<file path="src/rtl/data_memory_pkg.sv">
// Shared encodings for the sized data memory: access sizes and controller states.
package data_memory_pkg;

    localparam logic [1:0] SIZE_BYTE = 2'b00;
    localparam logic [1:0] SIZE_HALF = 2'b01;
    localparam logic [1:0] SIZE_WORD = 2'b10;
    localparam logic [1:0] SIZE_RSVD = 2'b11;

    typedef enum logic {
        ST_IDLE  = 1'b0,
        ST_FLUSH = 1'b1
    } state_e;

endpackage

</file>
<file path="src/rtl/mem_load_align.sv">
// Load lane selection: picks the addressed byte/half/word out of a slot and
// extends it to the full slot width, signed or unsigned.
module mem_load_align
    import data_memory_pkg::*;
#(
    parameter  int SLOT_SIZE = 32,
    localparam int BYTES     = SLOT_SIZE / 8,
    localparam int OFS       = $clog2(BYTES)
) (
    input  logic [SLOT_SIZE-1:0] word_i,
    input  logic [OFS-1:0]       ofs_i,
    input  logic [1:0]           size_i,
    input  logic                 signed_i,
    output logic [SLOT_SIZE-1:0] data_o
);

    logic [SLOT_SIZE-1:0] shifted;

    // Little-endian: lane n sits at bits [8n+7:8n], so shifting right brings it to lane 0.
    assign shifted = word_i >> {ofs_i, 3'b000};

    // NOTE: combinational blocks assign a default first so no path leaves
    // data_o unassigned, which would otherwise infer a latch.
    always_comb begin
        data_o = word_i;
        case (size_i)
            SIZE_BYTE: data_o = signed_i ? SLOT_SIZE'($signed(shifted[7:0]))
                                         : SLOT_SIZE'(shifted[7:0]);
            SIZE_HALF: data_o = signed_i ? SLOT_SIZE'($signed(shifted[15:0]))
                                         : SLOT_SIZE'(shifted[15:0]);
            default:   data_o = word_i;
        endcase
    end

endmodule

</file>
<file path="src/rtl/data_memory_sized.sv">
// Byte-addressable MEM-stage data memory: sized loads/stores with alignment
// checking, one-cycle registered reads, and a sequential flush engine.
module data_memory_sized
    import data_memory_pkg::*;
#(
    parameter  int ADDR_SIZE = 5,
    parameter  int SLOT_SIZE = 32,
    localparam int BYTES     = SLOT_SIZE / 8,
    localparam int HALVES    = BYTES / 2,
    localparam int OFS       = $clog2(BYTES),
    localparam int BADDR     = ADDR_SIZE + OFS,
    localparam int DEPTH     = 2 ** ADDR_SIZE
) (
    input  logic                       i_clk,
    input  logic                       i_reset,
    input  logic                       i_flush,
    input  logic                       i_req,
    input  logic                       i_wr_rd,
    input  logic [1:0]                 i_size,
    input  logic                       i_signed,
    input  logic [BADDR-1:0]           i_addr,
    input  logic [SLOT_SIZE-1:0]       i_data,
    output logic [SLOT_SIZE-1:0]       o_data,
    output logic                       o_valid,
    output logic                       o_error,
    output logic                       o_ready,
    output logic [DEPTH*SLOT_SIZE-1:0] o_bus_debug
);

    state_e               state_q, state_d;
    logic [ADDR_SIZE-1:0] cnt_q, cnt_d;
    logic [SLOT_SIZE-1:0] data_q, data_d;
    logic                 valid_q, valid_d;
    logic                 error_q, error_d;
    logic [SLOT_SIZE-1:0] mem_q [DEPTH];

    logic [ADDR_SIZE-1:0] word_idx;
    logic [OFS-1:0]       lane_ofs;
    logic [OFS-1:0]       half_lane;
    logic                 misaligned;
    logic                 req_taken;
    logic                 store_en;
    logic                 load_en;
    logic                 flush_we;
    logic [BYTES-1:0]     byte_en;
    logic [SLOT_SIZE-1:0] wr_mask;
    logic [SLOT_SIZE-1:0] wr_data;
    logic [SLOT_SIZE-1:0] rd_word;
    logic [SLOT_SIZE-1:0] load_val;

    assign word_idx  = i_addr[BADDR-1:OFS];
    assign lane_ofs  = i_addr[OFS-1:0];
    assign half_lane = lane_ofs & ~OFS'(1);
    assign rd_word   = mem_q[word_idx];

    always_comb begin
        misaligned = 1'b0;
        case (i_size)
            SIZE_HALF: misaligned = lane_ofs[0];
            SIZE_WORD: misaligned = (lane_ofs != '0);
            SIZE_RSVD: misaligned = 1'b1;
            default:   misaligned = 1'b0;
        endcase
    end

    // A flush in IDLE takes priority and silently swallows any concurrent request.
    assign req_taken = i_req && (state_q == ST_IDLE) && !i_flush;
    assign store_en  = req_taken && !misaligned && i_wr_rd;
    assign load_en   = req_taken && !misaligned && !i_wr_rd;

    // ---------------- FSM: state register ----------------
    // NOTE: clocked state is updated with non-blocking assignments so every
    // register samples pre-edge values regardless of block ordering.
    always_ff @(posedge i_clk) begin
        if (!i_reset) begin
            state_q <= ST_FLUSH;
            cnt_q   <= '0;
        end else begin
            state_q <= state_d;
            cnt_q   <= cnt_d;
        end
    end

    // ---------------- FSM: next-state logic ----------------
    always_comb begin
        state_d = state_q;
        cnt_d   = cnt_q;
        case (state_q)
            ST_FLUSH: begin
                cnt_d = cnt_q + ADDR_SIZE'(1);
                if (cnt_q == '1) begin
                    state_d = ST_IDLE;
                end
            end
            default: begin
                if (i_flush) begin
                    state_d = ST_FLUSH;
                    cnt_d   = '0;
                end
            end
        endcase
    end

    // ---------------- FSM: outputs ----------------
    always_comb begin
        o_ready  = (state_q == ST_IDLE);
        flush_we = (state_q == ST_FLUSH);
        valid_d  = load_en;
        error_d  = req_taken && misaligned;
        data_d   = load_en ? load_val : data_q;
    end

    always_ff @(posedge i_clk) begin
        if (!i_reset) begin
            data_q  <= '0;
            valid_q <= 1'b0;
            error_q <= 1'b0;
        end else begin
            data_q  <= data_d;
            valid_q <= valid_d;
            error_q <= error_d;
        end
    end

    // Store lane merge: replicate the right-aligned data across the slot and
    // let the byte enables pick which lanes actually change.
    always_comb begin
        byte_en = '0;
        wr_data = i_data;
        case (i_size)
            SIZE_BYTE: begin
                byte_en[lane_ofs] = 1'b1;
                wr_data           = {BYTES{i_data[7:0]}};
            end
            SIZE_HALF: begin
                byte_en[half_lane]            = 1'b1;
                byte_en[half_lane | OFS'(1)]  = 1'b1;
                wr_data                       = {HALVES{i_data[15:0]}};
            end
            SIZE_WORD: byte_en = '1;
            default:   byte_en = '0;
        endcase
        for (int b = 0; b < BYTES; b++) begin
            wr_mask[b*8 +: 8] = {8{byte_en[b]}};
        end
    end

    // NOTE: the array has no reset branch; it is cleared by the flush engine
    // instead, which keeps it mappable to plain RAM.
    always_ff @(posedge i_clk) begin
        if (i_reset) begin
            if (flush_we) begin
                mem_q[cnt_q] <= '0;
            end else if (store_en) begin
                mem_q[word_idx] <= (rd_word & ~wr_mask) | (wr_data & wr_mask);
            end
        end
    end

    mem_load_align #(
        .SLOT_SIZE (SLOT_SIZE)
    ) u_load_align (
        .word_i   (rd_word),
        .ofs_i    (lane_ofs),
        .size_i   (i_size),
        .signed_i (i_signed),
        .data_o   (load_val)
    );

    always_comb begin
        for (int k = 0; k < DEPTH; k++) begin
            o_bus_debug[k*SLOT_SIZE +: SLOT_SIZE] = mem_q[k];
        end
    end

    assign o_data  = data_q;
    assign o_valid = valid_q;
    assign o_error = error_q;

endmodule

</file>
<file path="config.mk">
export PLATFORM = sky130hd
export DESIGN_NAME = data_memory_sized
export DESIGN_NICKNAME = d
export VERILOG_FILES = /design/src/rtl/data_memory_pkg.sv /design/src/rtl/mem_load_align.sv /design/src/rtl/data_memory_sized.sv
export SDC_FILE = /design/constraint.sdc
export NUM_CORES = 1
export LEC_CHECK = 0
export BUFFER_PORTS_ARGS = -buffer_cell sky130_fd_sc_hd__buf_2
export CAP_MARGIN = 20
export CORE_AREA = 2 2 428 430
export DETAILED_ROUTE_END_ITERATION = 10
export DIE_AREA = 0 0 430 432
export PLACE_DENSITY = 0.52
export SYNTH_ARGS = -nofsm -noshare
export SYNTH_HDL_FRONTEND = slang
export SYNTH_SLANG_ARGS = --single-unit
</file>
<file path="constraint.sdc">
create_clock -name i_clk -period 8.9 [get_ports i_clk]
set_input_delay 1.78 -clock i_clk [delete_from_list [all_inputs] [get_ports i_clk]]
set_output_delay 1.78 -clock i_clk [all_outputs]
set_load 0.1 [all_outputs]
</file>
# Word level (Yosys, flattened, before mapping)
# Memory sizes are Yosys's and may differ from the RTL's.
# Cells that the tools add are included.
# op_classes
n_addsub,1
magnitude_cmp,6
n_eq_ne,4
shifts,1
n_mux,27
bitwise_logic,6
n_reduce_logical,16
# op_table
op,n
32-bit case mux with 2 select lines,2
32-bit 2-to-1 mux,3
32-bit AND,2
32-bit inverter,1
32-bit bitwise OR,1
32-bit OR reduction,1
32-bit by 5-bit >> shifter with 16-bit output,1
5-bit 2-to-1 mux,3
1-bit 2-to-1 mux,14
4-bit case mux with 3 select lines,1
1-bit logical AND,9
"2-bit by 3-bit < comparator with 1-bit output, second input constant",3
"2-bit by 1-bit >= comparator with 1-bit output, second input constant",3
"5-bit by 1-bit adder with 5-bit output, second input constant",1
"5-bit equality test, second input constant",1
"2-bit equality test, second input constant",2
3-bit by 4-bit bitwise OR with 4-bit output,1
2-bit nonzero test,2
1-bit logical NOT,3
1-bit case mux with 3 select lines,1
1-bit demux with 1-bit select,2
1-bit demux with 2-bit select,1
"2-bit by 1-bit equality test with 1-bit output, second input constant",1
2-bit logical NOT,1
1-bit inverter,1
# totals
regBits,40
mem_bits_rw,1024
inputBits,47
out_inout_bits,1059
elab_cells,67
n_memories,1
# mem_list
name,words,width,rd,rd_ports_with_merged_regs,write_ports,line_no,source
mem_q,32,32,33,0,1,data_memory_sized.sv:35,logic [SLOT_SIZE-1:0] mem_q [DEPTH];

# Logic depth before layout (Yosys ltp)
# Gate-level depths: netlist of run 1.
# logic_depth
word_depth,11
depth_mapped,13
mapped_depth_nobuf,8

# Cells and area by module
# Synthesis of run 1 repeated with hierarchy kept, for this count alone.
# unflattened
hier_cells,2588
area_unflattened_um2,43128.9
# by_module_without_submodules
module,n_inst,cells_per_inst,area_each_um2
data_memory_sized,1,2476,42391.9
mem_load_align,1,112,737.0

# Worst setup path before layout of run 1
# No wires, ideal clock.
# synth_timing
kind,in2reg
start,input port i_addr[3]
end,"memory mem_q[0][14], data pin"
setup_time_ps,491
arrival_ps,4802
t_required_ps,8409
path_slack_ps,3608
cell_stages,11
path_buffers,5
path_cell_list,buf_6 buf_12 buf_12 buf_6 buf_6 mux4_2 mux2i_1 a32o_1 a221oi_1 nor2_1 a311oi_1
# synth_via
elab_chain_len,4
# synth_rtl
element,line_no,source
start: declaration,data_memory_sized.sv:21,"input logic [BADDR-1:0] i_addr,"
memory 32 x 32 bit,-,
32-bit AND,data_memory_sized.sv:155,mem_q[word_idx] <= (rd_word & ~wr_mask) | (wr_data & wr_mask);
32-bit bitwise OR,data_memory_sized.sv:155,
32-bit 2-to-1 mux (no source line),-,
end: declaration,data_memory_sized.sv:35,
# No other way between the ends.

# Worst setup path after layout of run 1
# layout_timing
start,input port i_size[0]
end,memory mem_q[6][17] (enable)
# layout_via
elab_chain_len,11
# layout_rtl
element,line_no,source
start: declaration,data_memory_sized.sv:19,"input logic [1:0] i_size,"
2-bit equality test or 2-bit by 1-bit equality test with 1-bit output (tied branches),data_memory_sized.sv:58,case (i_size)
1-bit case mux with 3 select lines *,data_memory_sized.sv:58,
1-bit logical NOT *,data_memory_sized.sv:68,assign store_en = req_taken && !misaligned && i_wr_rd;
1-bit logical AND * (2 in a row),data_memory_sized.sv:68,
1-bit 2-to-1 mux *,data_memory_sized.sv:154,end else if (store_en) begin
1-bit 2-to-1 mux *,data_memory_sized.sv:152,if (flush_we) begin
1-bit 2-to-1 mux *,data_memory_sized.sv:151,if (i_reset) begin
1-bit 2-to-1 mux (not written as such) *,data_memory_sized.sv:155,
32-bit OR reduction (no source line),-,
5-bit 2-to-1 mux (no source line) or 1-bit 2-to-1 mux (tied branches),-,
# Every way passes the cells marked *; elsewhere a longest branch is shown, timed or not.

==> results.sh, run 1 <==
export IMPL_status="complete, no violations"
export IMPL_core_mm2=0.182
export IMPL_finalSetupViolCount=0
export IMPL_grt_max_degree=84
export IMPL_postRouteAntennaNets=0
export IMPL_critPathTopFamily="simple AND/OR/NAND/NOR gates"
export IMPL_ys_seq_area_frac=0.746
export IMPL_layout_drive_gt1_share=0.503
export IMPL_synth_seq_cells=1064
export IMPL_yosysTopAreaCell="edfxtp_1"
export IMPL_crit_buf_inv=4
export IMPL_regToRegStartpoint="flush_we"
export IMPL_initial_utilization=0.233
export IMPL_vias_per_cell=5.18
export IMPL_fin_tns_setup_ps=0
export IMPL_p_total_uw=11200
export IMPL_die_h_um=432
export IMPL_io_pins=1106
export IMPL_drtIter0Drc=4123
export IMPL_hold_end="o_data[15]"
export IMPL_criticalPathCategory="in -> reg"
export IMPL_holdBufCountCts=0
export IMPL_syn_inst=2142
export IMPL_synth_area_per_cell_um2=19.7
export IMPL_grt_pass1_vias=28200
export IMPL_holdPathStages=2
export IMPL_die_area_mm2=0.186
export IMPL_ir_worst_vdd_mv=0.171
export IMPL_nFillCells=17900
export IMPL_grt_pass1_wl_mm=300
export IMPL_routabilityCongestion=0.938
export IMPL_tightest_slew_ps=1160
export IMPL_post_cts_setup_buffers=0
export IMPL_vias=30300
export IMPL_start_kind="input port"
export IMPL_clk_path_buf_depth=3
export IMPL_synth_fp_nets=2191
export IMPL_clock_root_buffer="clkbuf_16"
export IMPL_cts_resized=0
export IMPL_arrival_ps=5890
export IMPL_drc=0
export IMPL_tritoncts="built"
export IMPL_worstHoldStart="o_data[15]"
export IMPL_slew_violations=0
export IMPL_stdcell_area_mm2=0.0557
export IMPL_clock_sinks=1064
export IMPL_skew_ps=32.3
export IMPL_reg2reg_depth=8
export IMPL_finalCriticalPeriod_ps=5460
export IMPL_synthArstFlopShare=0
export IMPL_worst_ep_required_time_ps=9330
export IMPL_wl_per_cell_um=40.9
export IMPL_antenna_found_initial=53
export IMPL_cp_startpoint="i_size[0]"
export IMPL_yosysTopAreaCellShare=0.727
export IMPL_cts_made_buffers=116
export IMPL_die_w_um=430
export IMPL_row_count=157
export IMPL_io_buffers=1105
export IMPL_dr_pass1_iters=6
export IMPL_dp_hpwl_mm=177
export IMPL_syn_area_mm2=0.0423
export IMPL_syn_to_final_growth_pct=31.8
export IMPL_cpPeakStageDelay_ps=880
export IMPL_grt_use_total=0.247
export IMPL_fin_nets=3393
export IMPL_rsz0062_at_grt="false"
export IMPL_relSlewSlack=0.222
export IMPL_r2r_end="mem_q[24][17]"
export IMPL_hold_violations=0
export IMPL_post_route_period_util=0.613
export IMPL_drt_total_wl_mm=239
export IMPL_place_area_mm2=0.0517
export IMPL_path_cells="buf_2, inv_1, a21o_1, nand3_4, buf_12, nor2_1, a21oi_1, nand2_1, nor2_4, buf_4"
export IMPL_cpMaxStageDelayCell="nor2_4"
export IMPL_synthFlopType="edfxtp_1"
export IMPL_yosys_warnings=0
export IMPL_cellPowerDensity_mw_per_mm2=201
export IMPL_maxCapViolations=0
export IMPL_reg2reg_slack_ps=4510
export IMPL_ctsHtreeMaxLevel=3
export IMPL_endpoint_kind="flip-flop"
export IMPL_synth_edff_count=1024
export IMPL_p_leak_uw=0.0234
export IMPL_path_clk_slew_ps=60
export IMPL_clk_latency_ps=800
export IMPL_synthTopCellsByArea="edfxtp_1 73%, mux4_2 12%, mux2i_1 2.7%"
export IMPL_netlist_cell_type_count=56
export IMPL_crit_fanout=28
export IMPL_grt_overflow_total=0
export IMPL_hold_path_class="reg -> reg"
export IMPL_fmax_mhz=183
## flip-flops by register name, summed over array words and instances, names as in the netlist
register / cells
mem_q: 1024
o_error: 1
cnt_q: 5
o_data: 32
o_valid: 1
flush_we: 1
## worst register-to-register path, delay by kind of cell (launching register included)
kind                   cells  cell delay (ps)
flip-flops                 1              400
AND/OR/NAND/NOR            5             2310
AO/OA/AOI/OAI              1              340
buffers and inverters      2              890
## cells in the final DEF, fill, tap and decap left out, types with 21 or more instances in the layout
cell type,instances
nor2_1,59
nor2_4,39
buf_2,1101
o21ai_0,60
a21oi_1,30
dfxtp_1,40
edfxtp_1,1024
a22oi_1,100
nand2_1,97
clkbuf_16,116
diode_2,21
clkbuf_1,22
mux4_2,233
mux2i_1,114
buf_4,101
## logic make-up after synthesis
group	share of synthesized area
DFF	0.746
and+or+nand+nor	0.0317
adders and majority gates	0.000592
AOI/OAI and AO/OA	0.0515
muxes	0.152
buffers and inverters	0.0184
## per-stage QoR
| step | hold WS, ps | setup slack [ps] | cells | utilization |
|---|---|---|---|---|
| global route | 592 | 3290 | 5845 | 0.307 |
| global placement | 539 | 2290 | 5605 | 0.284 |
| detailed placement | 544 | 2570 | 5610 | 0.284 |
| CTS | 556 | 3380 | 5829 | 0.306 |
| floorplan | 537 | 3610 | 2142 | - |
| finish | 561 | 3440 | 5851 | 0.307 |
## final cells by class
class	count	area, um^2	share of cell area
antenna	21	52.6	0.000943
clock buffer	142	3040	0.0546
clock inverter	77	948	0.0170
inverter	9	36.3	0.000651
multi-input combinational	939	10600	0.190
sequential	1064	31600	0.566
tap	2385	2980	0.0536
timing repair buffer	1214	6520	0.117
## layer usage
metal  wire length [um]  track usage  share of wire  vias up
met5                 41            0        0.00017        -
met4               8800       0.0914          0.037        6
met3              23700       0.0728          0.099      396
met2             113000        0.395           0.47     2192
met1              93500        0.316           0.39    16400
li1                   -            -              -    11300
## synth_stat cells (3+ instances only)
cell,count
nand2_1,97
inv_1,7
nor2b_1,9
nand3_1,3
clkbuf_1,54
or2_2,3
nor3_2,7
nor2_1,102
buf_1,9
edfxtp_1,1024
a22oi_1,100
nor3_1,10
buf_4,20
mux4_2,233
a22o_1,8
a21o_1,4
a311oi_1,8
a31oi_1,18
nor3b_1,6
o21ai_0,60
buf_6,13
mux2i_1,115
a32o_1,14
buf_2,31
a211oi_1,16
dfxtp_1,40
and2_1,6
o211ai_1,8
nand4_1,16
a221oi_1,15
a21oi_1,32
nand2_2,3
and3_1,4
or2_0,7
a211oi_2,10
## power breakdown
part           total (uW)  internal (uW)  switching [uW]
Sequential           5460           5430            22.1
Combinational         647            164             482
Clock                5100           2870            2230
Total               11200           8470            2730
## worst max-delay path by stage
| stage | depth (start not counted) | slack [ps] | to |
|---|---|---|---|
| final | 10 | 3440 | mem_q[6][17] |
| after global routing | 10 | 3290 | mem_q[17][29] |
| after CTS | 10 | 3380 | mem_q[17][29] |
| after detailed placement | 10 | 2570 | mem_q[17][29] |
| after global placement | 9 | 2290 | mem_q[5][2] |
| after floorplan | 11 | 3610 | mem_q[0][14] |
No activity file was read; power rests on OpenSTA's default activity.
==> run 2: changes to the inputs <==
Clock period 8.9 ns to 5.3 ns, I/O delays scaled along.
==> run 2 against run 1 <==
  * First-iteration DRC count decreased by 1.2%
  * Final area increased by 1.1%
  * Worst hold slack got worse by 10 ps
  * Setup slack got worse by 2100 ps
  * Critical path type unchanged
==> results.sh, run 2 (same netlist as run 1, synthesis figures left out) <==
export IMPL_grt_overflow_total=0
export IMPL_worst_ep_required_time_ps=6000
export IMPL_grt_max_degree=66
export IMPL_clock_power_share=0.448
export IMPL_die_w_um=430
export IMPL_largest_reg_flops=1024
export IMPL_syn_to_final_growth_pct=33.2
export IMPL_routabilityCongestion=0.947
export IMPL_multi_input_area_mm2=0.0106
export IMPL_endpoint_kind="flip-flop"
export IMPL_initial_utilization=0.233
export IMPL_hold_path_class="reg -> reg"
export IMPL_arrival_ps=4640
export IMPL_p_leak_uw=0.0237
export IMPL_skew_ps=38.2
export IMPL_ir_worst_vdd_mv=0.261
export IMPL_p_sw_frac=0.243
export IMPL_drtIter0Drc=4075
export IMPL_fin_nets=3461
export IMPL_maxCapViolations=0
export IMPL_drt_total_wl_mm=237
export IMPL_ctsHtreeMaxLevel=3
export IMPL_dp_hpwl_mm=174
export IMPL_row_count=157
export IMPL_p_int_uw=14100
export IMPL_holdBufCountCts=0
export IMPL_clock_root_buffer="clkbuf_16"
export IMPL_clk_latency_ps=790
export IMPL_path_cells="buf_8, nor2_1, a22oi_1, nand2_1, o21ai_0, o21ai_0, a31oi_4, nand3_1, a31oi_1"
export IMPL_vias=30600
export IMPL_top_register="mem_q"
export IMPL_cts_resized=0
export IMPL_dr_pass1_iters=6
export IMPL_postRouteAntennaNets=0
export IMPL_cpMaxStageDelayCell="a31oi_4"
export IMPL_cts_made_buffers=116
export IMPL_criticalPathCategory="in -> reg"
export IMPL_holdWs_ps=551
export IMPL_hold_violations=0
export IMPL_final_cell_mix="1101 x buf_2, 1024 x edfxtp_1, 233 x mux4_2, 141 x buf_4, 117 x clkbuf_16"
export IMPL_io_buffers=1105
export IMPL_tightest_slew_ps=1220
export IMPL_layout_drive_gt1_share=0.511
export IMPL_reg2reg_slack_ps=1680
export IMPL_grt_pass1_wl_mm=299
export IMPL_fmax_mhz=254
export IMPL_reg2reg_depth=8
export IMPL_p_total_uw=18700
export IMPL_start_kind="input port"
export IMPL_finalSetupViolCount=0
export IMPL_cellPowerDensity_mw_per_mm2=331
export IMPL_r2r_end="mem_q[19][27]"
export IMPL_antenna_found_initial=31
export IMPL_drc=0
export IMPL_post_route_period_util=0.743
export IMPL_finalCriticalPeriod_ps=3940
export IMPL_core_mm2=0.182
export IMPL_critPathTopFamily="compound AO/OA/AOI/OAI gates"
export IMPL_path_clk_slew_ps=80
export IMPL_combPwrFrac=0.062
export IMPL_layout_commonest_cell="buf_2"
export IMPL_io_pins=1106
export IMPL_nFillCells=17800
export IMPL_p_sw_uw=4540
export IMPL_crit_path_end="o_data[14]"
export IMPL_post_cts_setup_buffers=0
export IMPL_relSlewSlack=0.186
export IMPL_rsz0062_at_grt="false"
export IMPL_cp_num_cells=9
export IMPL_clock_sinks=1064
export IMPL_seq_area_mm2=0.0316
export IMPL_wl_per_cell_um=40.1
export IMPL_status="complete, no violations"
export IMPL_cp_startpoint="i_addr[2]"
export IMPL_grt_pass1_vias=28700
export IMPL_vias_per_cell=5.18
export IMPL_crit_buf_inv=1
export IMPL_die_area_mm2=0.186
export IMPL_worst_path_most_repeated_cell="o21ai_0"
export IMPL_regToRegStartpoint="flush_we"
export IMPL_slew_violations=0
export IMPL_die_h_um=432
export IMPL_clk_path_buf_depth=3
export IMPL_p_seq_frac=0.491
export IMPL_tritoncts="built"
export IMPL_grt_use_total=0.245
export IMPL_cpPeakStageDelay_ps=600
export IMPL_fin_tns_setup_ps=0
export IMPL_crit_fanout=47
-- run 2: changes by cell type in the layout (fill, tap and decap cells not counted), sizes merged --
cell,previous run,this run
buf,1214,1282
clkinv,48,54
diode,21,9
inv,18,16
bufinv,14,12
clkbuf,142,136
clkinvlp,6,9
-- run 2: worst min-delay path by stage --
stage	from	to	slack [ps]	cells after the start
floorplan	flush_we	flush_we	540	2
global placement	o_data[7]	o_data[7]	530	2
detailed placement	o_data[7]	o_data[7]	530	2
CTS	o_data[12]	o_data[12]	550	2
global route	o_data[15]	o_data[15]	580	2
finish	o_data[12]	o_data[12]	550	2
-- run 2: through the flow --
| stage | worst slack (ps) | instances | util | area, um^2 |
|---|---|---|---|---|
| detailed placement | 509 | 5678 | 0.289 | 52500 |
| global route | 1130 | 5904 | 0.310 | 56300 |
| CTS | 1360 | 5896 | 0.310 | 56300 |
| finish | 1360 | 5906 | 0.310 | 56300 |
| global placement | 572 | 5676 | 0.289 | 52400 |
| floorplan | 728 | 2142 | - | 42300 |
-- run 2: cell type report --
cell class	count	share of cell area
tap	2385	0.0530
inverter	9	0.000644
multi-input combinational	939	0.188
antenna	9	0.000400
sequential	1064	0.560
clock buffer	136	0.0539
timing repair buffer	1282	0.130
clock inverter	82	0.0141
-- run 2: routing by layer --
layer,part of all wire,up-vias,global-route usage,wire (um)
met4,0.041,8,0.0921,9650
met1,0.39,16500,0.318,93400
met2,0.47,2151,0.395,112000
met5,0.00026,-,0,61
met3,0.092,407,0.0628,21800
li1,-,11500,-,-
-- run 2: power by group through the flow --
| stage | Sequential [uW] | Clock (uW) | Combinational (uW) |
|---|---|---|---|
| 2_1_floorplan | 9580 | 0 | 452 |
| 3_3_place_gp | 9330 | 0 | 1170 |
| 3_5_place_dp | 9340 | 0 | 1170 |
| 4_1_cts | 9160 | 8480 | 1170 |
| 5_1_grt | 9160 | 8780 | 1200 |
| 6_report | 9160 | 8350 | 1150 |
-- run 2: tightest hold or removal path, stage by stage (launching register included) --
cell     delay, ps
dfxtp_1        310
o21ai_0        150
a31oi_1         50
